`src/rtl/reset_seq_pkg.sv`:
```
// Shared definitions for the staged reset sequencer: reset-cause codes,
// sequencer state encoding, sizing limits and the terminal-count helper.
package reset_seq_pkg;

    // Cause codes reported on reset_cause_o; 00 and 11 are never produced.
    localparam logic [1:0] RST_CAUSE_HARD = 2'b01;
    localparam logic [1:0] RST_CAUSE_SOFT = 2'b10;

    // Largest number of reset domains supported, and the index width that
    // covers all of them (kept fixed so a 1-stage build still has a legal index).
    localparam int MAX_STAGES = 16;
    localparam int IDX_W      = 4;

    // Widest cycle counter the terminal-count helper can compare.
    localparam int MAX_CNT_W  = 32;

    // HOLD keeps every domain in reset, RELEASE frees domains one by one,
    // DONE idles with all domains running until a warm reset is accepted.
    typedef enum logic [1:0] {
        ST_HOLD    = 2'd0,
        ST_RELEASE = 2'd1,
        ST_DONE    = 2'd2
    } seq_state_t;

    // Exact terminal-count match; callers zero-extend to MAX_CNT_W so the
    // same helper serves any counter width up to the maximum.
    function automatic logic is_terminal(input logic [MAX_CNT_W-1:0] count,
                                         input logic [MAX_CNT_W-1:0] term);
        return (count == term);
    endfunction

endpackage

```
`src/rtl/reset_sequencer_if.sv`:
```
// Bundle of the sequencer's SoC-facing signals: the warm-reset handshake,
// the per-domain reset outputs, the completion flag and the reset cause.
// The master side is the sequencer; the slave side is the SoC / requester.
interface reset_sequencer_if #(
    parameter int NUM_STAGES = 4
);

    logic                  soft_rst_req_i;
    logic                  soft_rst_ack_o;
    logic [NUM_STAGES-1:0] stage_rst_o;
    logic [NUM_STAGES-1:0] stage_nrst_o;
    logic                  seq_done_o;
    logic [1:0]            reset_cause_o;

    modport master (
        input  soft_rst_req_i,
        output soft_rst_ack_o,
        output stage_rst_o,
        output stage_nrst_o,
        output seq_done_o,
        output reset_cause_o
    );

    modport slave (
        output soft_rst_req_i,
        input  soft_rst_ack_o,
        input  stage_rst_o,
        input  stage_nrst_o,
        input  seq_done_o,
        input  reset_cause_o
    );

endinterface

```
`src/rtl/reset_seq_timer.sv`:
```
// Interval timer shared by the HOLD and RELEASE phases of the sequencer.
// It counts enabled cycles and flags the cycle in which the count equals the
// terminal value presented by the caller; the caller clears it on that cycle.
module reset_seq_timer #(
    parameter int CNT_W = 8
) (
    input  logic             clk_i,
    input  logic             rst_i,
    input  logic             clr_i,
    input  logic             en_i,
    input  logic [CNT_W-1:0] term_i,
    output logic             tc_o
);

    import reset_seq_pkg::*;

    logic [CNT_W-1:0] cnt_q;

    // Cycle counter: a clear always wins over counting so the next interval
    // starts from zero on the very edge that ended the previous one.
    always_ff @(posedge clk_i or posedge rst_i) begin
        if (rst_i) begin
            cnt_q <= '0;
        end else if (clr_i) begin
            cnt_q <= '0;
        end else if (en_i) begin
            cnt_q <= cnt_q + 1'b1;
        end
    end

    // Terminal-count flag is only meaningful while the timer is running,
    // so an idle timer sitting at zero never looks like a zero-length interval.
    always_comb begin
        tc_o = 1'b0;
        if (en_i) begin
            tc_o = is_terminal(MAX_CNT_W'(cnt_q), MAX_CNT_W'(term_i));
        end
    end

endmodule

```
`src/rtl/reset_sequencer.sv`:
```
// Staged reset sequencer. After a hard reset (rst_i) or an accepted warm-reset
// request, every domain is held in reset for HOLD_CYCLES, then the domains are
// released one at a time, lowest index first, STAGE_DELAY cycles apart.
// A warm-reset request is only honoured once the sequence has completed.
module reset_sequencer #(
    parameter int NUM_STAGES  = 4,
    parameter int HOLD_CYCLES = 8,
    parameter int STAGE_DELAY = 16,
    parameter int CNT_W       = 8
) (
    input  logic              clk_i,
    input  logic              rst_i,
    reset_sequencer_if.master bus
);

    import reset_seq_pkg::*;

    // Elaboration-time guards: the terminal comparisons are exact, so any
    // interval that does not fit the counter would never terminate.
    if (NUM_STAGES < 1 || NUM_STAGES > MAX_STAGES) begin : g_bad_num_stages
        $fatal(1, "reset_sequencer: NUM_STAGES=%0d outside 1..%0d", NUM_STAGES, MAX_STAGES);
    end
    if (CNT_W < 1 || CNT_W > MAX_CNT_W) begin : g_bad_cnt_w
        $fatal(1, "reset_sequencer: CNT_W=%0d outside 1..%0d", CNT_W, MAX_CNT_W);
    end
    if (HOLD_CYCLES < 1 ||
        longint'(HOLD_CYCLES) > ((longint'(1) << CNT_W) - longint'(1))) begin : g_bad_hold
        $fatal(1, "reset_sequencer: HOLD_CYCLES=%0d does not fit a %0d-bit counter", HOLD_CYCLES, CNT_W);
    end
    if (STAGE_DELAY < 1 ||
        longint'(STAGE_DELAY) > ((longint'(1) << CNT_W) - longint'(1))) begin : g_bad_delay
        $fatal(1, "reset_sequencer: STAGE_DELAY=%0d does not fit a %0d-bit counter", STAGE_DELAY, CNT_W);
    end

    // Terminal values: an interval of N cycles ends when the counter reads N-1.
    localparam logic [CNT_W-1:0] HOLD_TERM  = CNT_W'(HOLD_CYCLES - 1);
    localparam logic [CNT_W-1:0] DELAY_TERM = CNT_W'(STAGE_DELAY - 1);
    localparam logic [IDX_W-1:0] LAST_IDX   = IDX_W'(NUM_STAGES - 1);

    seq_state_t            state_q, state_d;
    logic [NUM_STAGES-1:0] stage_rst_q, stage_rst_d;
    logic [IDX_W-1:0]      idx_q, idx_d;
    logic                  done_q, done_d;
    logic                  ack_q, ack_d;
    logic [1:0]            cause_q, cause_d;

    logic                  tmr_clr;
    logic                  tmr_en;
    logic [CNT_W-1:0]      tmr_term;
    logic                  tmr_tc;

    // The timer runs in both timed phases and selects its interval from the
    // current state; DONE leaves it idle at zero.
    assign tmr_en   = (state_q == ST_HOLD) || (state_q == ST_RELEASE);
    assign tmr_term = (state_q == ST_HOLD) ? HOLD_TERM : DELAY_TERM;

    reset_seq_timer #(
        .CNT_W (CNT_W)
    ) u_timer (
        .clk_i  (clk_i),
        .rst_i  (rst_i),
        .clr_i  (tmr_clr),
        .en_i   (tmr_en),
        .term_i (tmr_term),
        .tc_o   (tmr_tc)
    );

    // State and registered outputs; a hard reset forces the whole sequence
    // back to the start with every domain held and the cause marked as hard.
    always_ff @(posedge clk_i or posedge rst_i) begin
        if (rst_i) begin
            state_q     <= ST_HOLD;
            stage_rst_q <= '1;
            idx_q       <= '0;
            done_q      <= 1'b0;
            ack_q       <= 1'b0;
            cause_q     <= RST_CAUSE_HARD;
        end else begin
            state_q     <= state_d;
            stage_rst_q <= stage_rst_d;
            idx_q       <= idx_d;
            done_q      <= done_d;
            ack_q       <= ack_d;
            cause_q     <= cause_d;
        end
    end

    // Next-state logic: HOLD waits out the hold interval, RELEASE frees one
    // domain per stage delay, DONE accepts a warm reset and restarts the sequence.
    always_comb begin
        state_d     = state_q;
        stage_rst_d = stage_rst_q;
        idx_d       = idx_q;
        done_d      = done_q;
        ack_d       = 1'b0;
        cause_d     = cause_q;
        tmr_clr     = 1'b0;

        case (state_q)
            ST_HOLD: begin
                if (tmr_tc) begin
                    state_d = ST_RELEASE;
                    idx_d   = '0;
                    tmr_clr = 1'b1;
                end
            end

            ST_RELEASE: begin
                if (tmr_tc) begin
                    tmr_clr = 1'b1;
                    for (int i = 0; i < NUM_STAGES; i++) begin
                        if (idx_q == IDX_W'(i)) begin
                            stage_rst_d[i] = 1'b0;
                        end
                    end
                    if (idx_q == LAST_IDX) begin
                        state_d = ST_DONE;
                        done_d  = 1'b1;
                    end else begin
                        idx_d = idx_q + 1'b1;
                    end
                end
            end

            ST_DONE: begin
                if (bus.soft_rst_req_i) begin
                    state_d     = ST_HOLD;
                    stage_rst_d = '1;
                    idx_d       = '0;
                    done_d      = 1'b0;
                    ack_d       = 1'b1;
                    cause_d     = RST_CAUSE_SOFT;
                    tmr_clr     = 1'b1;
                end
            end

            default: begin
                state_d     = ST_HOLD;
                stage_rst_d = '1;
                idx_d       = '0;
                done_d      = 1'b0;
                tmr_clr     = 1'b1;
            end
        endcase
    end

    // Everything leaves straight from flops except the active-low copy of the
    // domain resets, which is just the inverse of the registered vector.
    assign bus.stage_rst_o    = stage_rst_q;
    assign bus.stage_nrst_o   = ~stage_rst_q;
    assign bus.seq_done_o     = done_q;
    assign bus.soft_rst_ack_o = ack_q;
    assign bus.reset_cause_o  = cause_q;

endmodule

```
`src/flat_wrapper.sv`:
```
// flat-port wrapper written by rule: the top's interface ports become plain ports
module reset_sequencer_flat import reset_seq_pkg::*;
#(
    parameter int NUM_STAGES  = 4,
    parameter int HOLD_CYCLES = 8,
    parameter int STAGE_DELAY = 16,
    parameter int CNT_W       = 8
)
  (clk_i, rst_i, bus_soft_rst_req_i, bus_soft_rst_ack_o, bus_stage_rst_o, bus_stage_nrst_o, bus_seq_done_o, bus_reset_cause_o);
  reset_sequencer_if #(.NUM_STAGES(NUM_STAGES)) bus_i ();
  input  logic clk_i;
  input  logic rst_i;
  input wire logic [$bits(bus_i.soft_rst_req_i)-1:0] bus_soft_rst_req_i;
  output wire logic [$bits(bus_i.soft_rst_ack_o)-1:0] bus_soft_rst_ack_o;
  output wire logic [$bits(bus_i.stage_rst_o)-1:0] bus_stage_rst_o;
  output wire logic [$bits(bus_i.stage_nrst_o)-1:0] bus_stage_nrst_o;
  output wire logic [$bits(bus_i.seq_done_o)-1:0] bus_seq_done_o;
  output wire logic [$bits(bus_i.reset_cause_o)-1:0] bus_reset_cause_o;
  assign bus_i.soft_rst_req_i = bus_soft_rst_req_i;
  assign bus_soft_rst_ack_o = bus_i.soft_rst_ack_o;
  assign bus_stage_rst_o = bus_i.stage_rst_o;
  assign bus_stage_nrst_o = bus_i.stage_nrst_o;
  assign bus_seq_done_o = bus_i.seq_done_o;
  assign bus_reset_cause_o = bus_i.reset_cause_o;
  reset_sequencer #(.NUM_STAGES(NUM_STAGES), .HOLD_CYCLES(HOLD_CYCLES), .STAGE_DELAY(STAGE_DELAY), .CNT_W(CNT_W)) u_core (.clk_i(clk_i), .rst_i(rst_i), .bus(bus_i));
endmodule
```
`config.mk`:
```
export PLATFORM = sky130hd
export DESIGN_NAME = reset_sequencer_flat
export DESIGN_NICKNAME = d
export VERILOG_FILES = /design/src/rtl/reset_seq_pkg.sv /design/src/rtl/reset_sequencer_if.sv /design/src/rtl/reset_seq_timer.sv /design/src/rtl/reset_sequencer.sv /design/src/flat_wrapper.sv
export SDC_FILE = /design/constraint.sdc
export NUM_CORES = 1
export LEC_CHECK = 0
export BUFFER_PORTS_ARGS = -buffer_cell sky130_fd_sc_hd__buf_2
export CAP_MARGIN = 20
export CORE_UTILIZATION = 35
export CTS_CLUSTER_DIAMETER = 60
export DETAILED_ROUTE_END_ITERATION = 16
export PLACE_DENSITY = 0.52
export SYNTH_ARGS = -nofsm -noshare
export SYNTH_HDL_FRONTEND = slang
export SYNTH_SLANG_ARGS = --single-unit
```
`constraint.sdc`:
```
create_clock -name clk_i -period 1.9 [get_ports clk_i]
set_input_delay 0.19 -clock clk_i [delete_from_list [all_inputs] [get_ports clk_i]]
set_output_delay 0.19 -clock clk_i [all_outputs]
set_load 0.02 [all_outputs]
```
==> results of run 1 <==
## registers in the layout, summed over array words and instances (netlist names)
signal and flops:
u_core.state_q 2, u_core.idx_q 4, u_core.bus.reset_cause_o 2, u_core.bus.soft_rst_ack_o 1, u_core.bus.seq_done_o 1, u_core.u_timer.cnt_q 8, u_core.bus.stage_rst_o 4
## final timing paths
kind	to	depth (start not counted)
worst max-delay path	u_core.idx_q[3]	5
worst min-delay path	u_core.bus.soft_rst_ack_o	3
worst max register to register	u_core.idx_q[3]	5
worst min register to register	u_core.bus.reset_cause_o[1]	1
max in group asynchronous	u_core.bus.reset_cause_o[0]	4
min in group asynchronous	u_core.bus.soft_rst_ack_o	4
## placed cells by master, fill, tap and decap left out, types with 2 or more instances in the layout
master / Yosys / final
o21ai_0: 3 / 3
dfstp_2: 5 / 5
nand3_1: 4 / 4
nor4_1: 2 / 2
a31oi_1: 3 / 2
or4_1: 2 / 2
nand2_1: 5 / 5
buf_2: 1 / 14
inv_1: 9 / 9
nor3_1: 4 / 4
o31ai_1: 3 / 3
a21oi_1: 4 / 4
xnor2_1: 6 / 6
buf_4: 0 / 5
clkbuf_4: 0 / 3
ha_1: 5 / 5
nand2b_1: 4 / 4
and2_1: 2 / 2
nor2_1: 11 / 11
a22oi_1: 3 / 3
dfrtp_1: 17 / 17
## per-stage QoR
| stage | setup WS, ns | hold slack [ns] |
|---|---|---|
| floorplan | 0.181 | 0.176 |
| global placement | 0.166 | 0.236 |
| detailed placement | 0.0862 | 0.245 |
| CTS | 0.0616 | 0.147 |
| global route | 0.0266 | 0.177 |
| finish | 0.126 | 0.164 |
## where the power goes
group          switching, mW  internal, mW
Combinational          0.389         0.311
Sequential             0.155         0.629
Clock                  0.150         0.213
## worst max-delay path: cells and delay by family, from the launching register on
| family | cells | cell delay, ns |
|---|---|---|
| AND/OR/NAND/NOR | 2 | 0.74 |
| AO/OA/AOI/OAI | 2 | 0.33 |
| adder cells (fa/ha/maj) | 1 | 0.22 |
| flip-flops | 1 | 0.42 |
## kinds of logic (layout without fill, tap and decap cells)
family,after synthesis,after routing
simple gates,43,43
fa+ha+maj,5,5
flops,22,22
mux,1,1
buf+inv,13,33
compound gates,20,20
xor+xnor,6,6
## routing by layer
layer / vias up / wire (um) / GRT usage
li1: 419 / - / -
met1: 387 / 923 / 0.177
met2: 26 / 969 / 0.230
met3: 4 / 71 / 0.0268
met4: 0 / 28 / 0.0748
met5: - / 0 / 0
## cell type report
class	instances	area share
flip-flops and latches	22	0.421
multi-input cells	75	0.383
repair buffers	20	0.0890
well taps	44	0.0417
inverters	9	0.0256
clock inverters	1	0.0227
clock buffers	3	0.0170
## timing repair
action,in CTS,in global routing
hold endpoints to repair,17,0
endpoints found under the setup margin,0,3
resized for setup,0,1
hold buffers,1,0
setup buffers,0,0
==> run metrics, run 1 <==
Lkg Pwr=0.607 nW; sequential cell area=557 um^2; startpoint types=register; Worst R2R Setup Slack=0.13 ns; simple-gate share of the synthesized area=0.221; grt ovf=0; asr flop ratio synth=1.00; Hold Vio Cnt, Final=0; P&R area growth vs syn=19.5%; I/O pin count=15; routed via count=approximately 840; Routed Antenna Nets=0; largest net degree at the start of global routing=23; Synth Area in Adders=0.0566; Hold WC Path Type=input port to register; Post-Place Cells=169; mux contribution to synthesized area=0.0102; CP required=around 2.1 ns; library cells used by synthesis=34; max_cap viols=0; CTS HTree Levels=1; clock buffer depth=2; Final Cycle Share=0.934; DRC Markers=0; layout cells sized above 1=0.262; Least-Margin Pin Slew=0.518 ns; final instance area=1320 um^2; WL per Instance=~11 um; Peak Freq=between 500 and 600 MHz; HP Start=bus_soft_rst_req_i; Placed Instance Area=1250 um^2; vias per inst=4.80; number of synthesized flops with an enable pin=0; setup TNS=0 ns; Core Box Area=around 3000 um^2; CP max stage cell=or4_1; post-synthesis sequential area ratio=0.503; Fill cells=between 200 and 300; CTS buffer count=3; post-synthesis register bit count=22; Worst Setup SP=u_core.idx_q[0]; vias in the first global route=about 830; Die ar.=approximately 3400 um^2; nets@finish=139; Die X=58.2 um; insertion delay to the later sink of the worst-skew pair=roughly 0.31 ns; Synth warnings=0; syn avg cell area=10.1 um^2; Initial Util=0.365; RD Place Congestion=0.791; r2r startpoint=u_core.idx_q[0]; Setup CP Type=register to register; Peak VDD IR=roughly 500 uV; status=finished clean; headroom to the max-slew limit=0.652; Main synth FF type=dfrtp_1; Final Util=0.436; Clock transition at path regs=0.13 ns; multi-input logic area=about 500 um^2; Worst Path Max Fanout=7; Slew Limit Fails=0; Synth Instances=110; post-route insts no fill=174; root buffer cell=clkbuf_4; Antenna Cells=0; input/output buffers=14; detailed router's first-iteration violation count=37; top post-synthesis cells by count=dfrtp_1, nor2_1, inv_1, xnor2_1; most common cell in the netlist=dfrtp_1; DP HPWL=1.43 mm; Power Dens Cells=1400 nW/um^2; Pre-Repair DR Iteration Count=4; CTS tree=yes; WP data arrival=2.02 ns; Setup-failing EPs final=0; Tmin final=roughly 1.8 ns; top cell type's share of synthesized area=0.385; largest family of logic cells by synthesized area=simple AND/OR/NAND/NOR gates; GRT Overall Usage=0.141; Die H=between 50 and 60 um; row cnt=20; DRT Wirelength=1.99 mm; PnR Total Power=about 1.8 mW; first-pass GRT wire length=3.66 mm; clk_skew=0.00146 ns; top cells by area, synth=dfrtp_1, dfstp_2, ha_1; CP Capture Type=register; Num Clock Sinks=22; crit-path cells=ha_1, or3b_1, a31oi_2, or4_1, a21oi_1; initial antenna violation count=0; post-synthesis compound-gate area fraction=0.117; syn_nets=118; synthesized area=roughly 1100 um^2; Yosys top cell by area=dfrtp_1; xor-xnor portion of the synthesized cell area=0.0475; slowest stage delay, CP=about 0.51 ns; RSZ-0062 raised after global routing=false
No activity file was read; power rests on OpenSTA's default activity.
==> inputs of run 2 (changes only) <==
Settings changed: CORE_UTILIZATION 35 to 55, PLACE_DENSITY 0.52 to 0.76, SKIP_CTS_REPAIR_TIMING set to 1.
==> run 2 against run 1 <==
Die area decreased by 35%; final cell count is 13% lower; core utilization grew 26 points; critical path type unchanged; critical endpoint unchanged.
==> run metrics, run 2 (synthesis gave the netlist of run 1 again) <==
status=finished clean; largest net degree at the start of global routing=23 (unchanged); nets@finish=136 (-2.2%); first-pass GRT wire length=3.30 mm (-9.8%); Pre-Repair DR Iteration Count=4 (unchanged); P&R area growth vs syn=13.6%; I/O pin count=15 (unchanged); DP HPWL=1.42 mm (-0.82%); most common cell after layout, fill and taps aside=dfrtp_1; RSZ-0062 raised after global routing=false; Clock transition at path regs=0.12 ns (about the same); WP data arrival=1.99 ns (-0.03 ns); Peak Freq=570 MHz (+1.2%); worst path bufs/invs=0 (unchanged); CP Capture Type=register; vias in the first global route=795 (-4.6%); Lkg Pwr=0.586 nW (-3.5%); Routed Antenna Nets=0 (unchanged); Antenna Cells=0 (unchanged); WL per Instance=13.2 um (+15%); clock buffer depth=2 (unchanged); input/output buffers=14 (unchanged); CTS tree=yes; layout cells sized above 1=0.252 (-0.00957); Final Cycle Share=0.923 (-0.0110); crit-path cells=nor4_4, nand2_2, or4_1, a21oi_1; Peak VDD IR=809 uV (+63%); slowest stage delay, CP=0.52 ns (about the same); clk_skew=0.00424 ns (+0.00278 ns); DRC Markers=0 (unchanged); initial antenna violation count=0 (unchanged); row cnt=15 (-25%); Most flops, register=u_core.u_timer.cnt_q; Core Box Area=1800 um^2 (-40%); CTS buffer count=3 (unchanged); Power Dens Cells=1390 nW/um^2 (-0.50%); Tmin final=1.75 ns (-0.0209 ns); setup TNS=0 ns (unchanged); Fill cells=148 (-50%); vias per inst=5.59 (+16%); Setup CP Type=register to register; Worst Path Max Fanout=9 (+2); startpoint types=register; Die ar.=2190 um^2 (-35%); insertion delay to the later sink of the worst-skew pair=0.30 ns (about the same); Hold WC Path Type=input port to async pin; Setup-failing EPs final=0 (unchanged); DRT Wirelength=2.01 mm (+0.80%); Die H=46.8 um (-20%); Initial Util=0.614 (+0.249); Crit path max-delay family=simple AND/OR/NAND/NOR gates; Placed Instance Area=1210 um^2 (-3.1%); headroom to the max-slew limit=0.472 (-0.180); grt ovf=0 (unchanged); CP required=2.14 ns (about the same); Die X=46.8 um (-20%); Hold Vio Cnt, Final=0 (unchanged); routed via count=850 (+1.7%); commonest cells after routing, fill and taps aside=dfrtp_1, buf_2, nor2_1; max reg flops=8 (unchanged); final instance area=1260 um^2 (-4.9%); Least-Margin Pin Slew=0.791 ns (+0.273 ns); detailed router's first-iteration violation count=29 (-22%); Num Clock Sinks=22 (unchanged); GRT Overall Usage=0.214 (+0.0731); RD Place Congestion=0.753 (-4.7%); CTS HTree Levels=1 (unchanged); root buffer cell=clkbuf_4; max_cap viols=0 (unchanged); CP max stage cell=or4_1; Slew Limit Fails=0 (unchanged)
[run 2: changes by cell type in the layout (fill, tap and decap cells not counted), sizes merged]
cell and delta:
bufinv -1, dlygate4sd3 -1, clkbuf +1, buf -2
[run 2: where the power goes]
group          total [mW]  internal (mW)  leakage [nW]  switching [mW]
Combinational       0.701          0.305         0.296           0.396
Sequential          0.791          0.629         0.269           0.162
Clock               0.256          0.117        0.0210           0.139
[run 2: path summary, 6_finish.rpt]
check,slack [ns],from,cells after the start,to
setup / recovery,0.15,u_core.u_timer.cnt_q[7],4,u_core.idx_q[3]
setup reg to reg,0.15,u_core.u_timer.cnt_q[7],4,u_core.idx_q[3]
min in group clk_i,0.18,bus_soft_rst_req_i,3,u_core.bus.soft_rst_ack_o
hold / removal,0.01,rst_i,2,u_core.bus.reset_cause_o[1]
max in group asynchronous,1.40,rst_i,2,u_core.u_timer.cnt_q[5]
hold reg to reg,0.48,u_core.bus.reset_cause_o[1],1,u_core.bus.reset_cause_o[1]
[run 2: layout make-up]
class / count / area, um^2 / share of cell area
multi-input cells: 75 / 505 / 0.402
inverters: 9 / 33.8 / 0.0269
repair buffers: 17 / 92.6 / 0.0737
flip-flops and latches: 22 / 557 / 0.443
clock buffers: 4 / 36.3 / 0.0289
well taps: 25 / 31.3 / 0.0249
[run 2: metrics by stage]
stage               total power, mW  instances  hold WS, ns  utilization  worst slack [ns]
CTS                            1.74        152       0.0344        0.694            0.0831
global route                   1.88        152       0.0802        0.697            0.0283
floorplan                      1.29        110        0.176            -             0.181
detailed placement             1.48        148        0.371        0.674             0.134
finish                         1.75        152       0.0128        0.697             0.147
global placement               1.45        148        0.365        0.674             0.182
[run 2: routing by layer]
metal | track usage | vias up | share of wire
met5 | 0 | - | 0
met4 | 0.0914 | 0 | 0.014
met3 | 0.0462 | 4 | 0.058
met2 | 0.347 | 35 | 0.47
met1 | 0.277 | 393 | 0.45
li1 | - | 418 | -
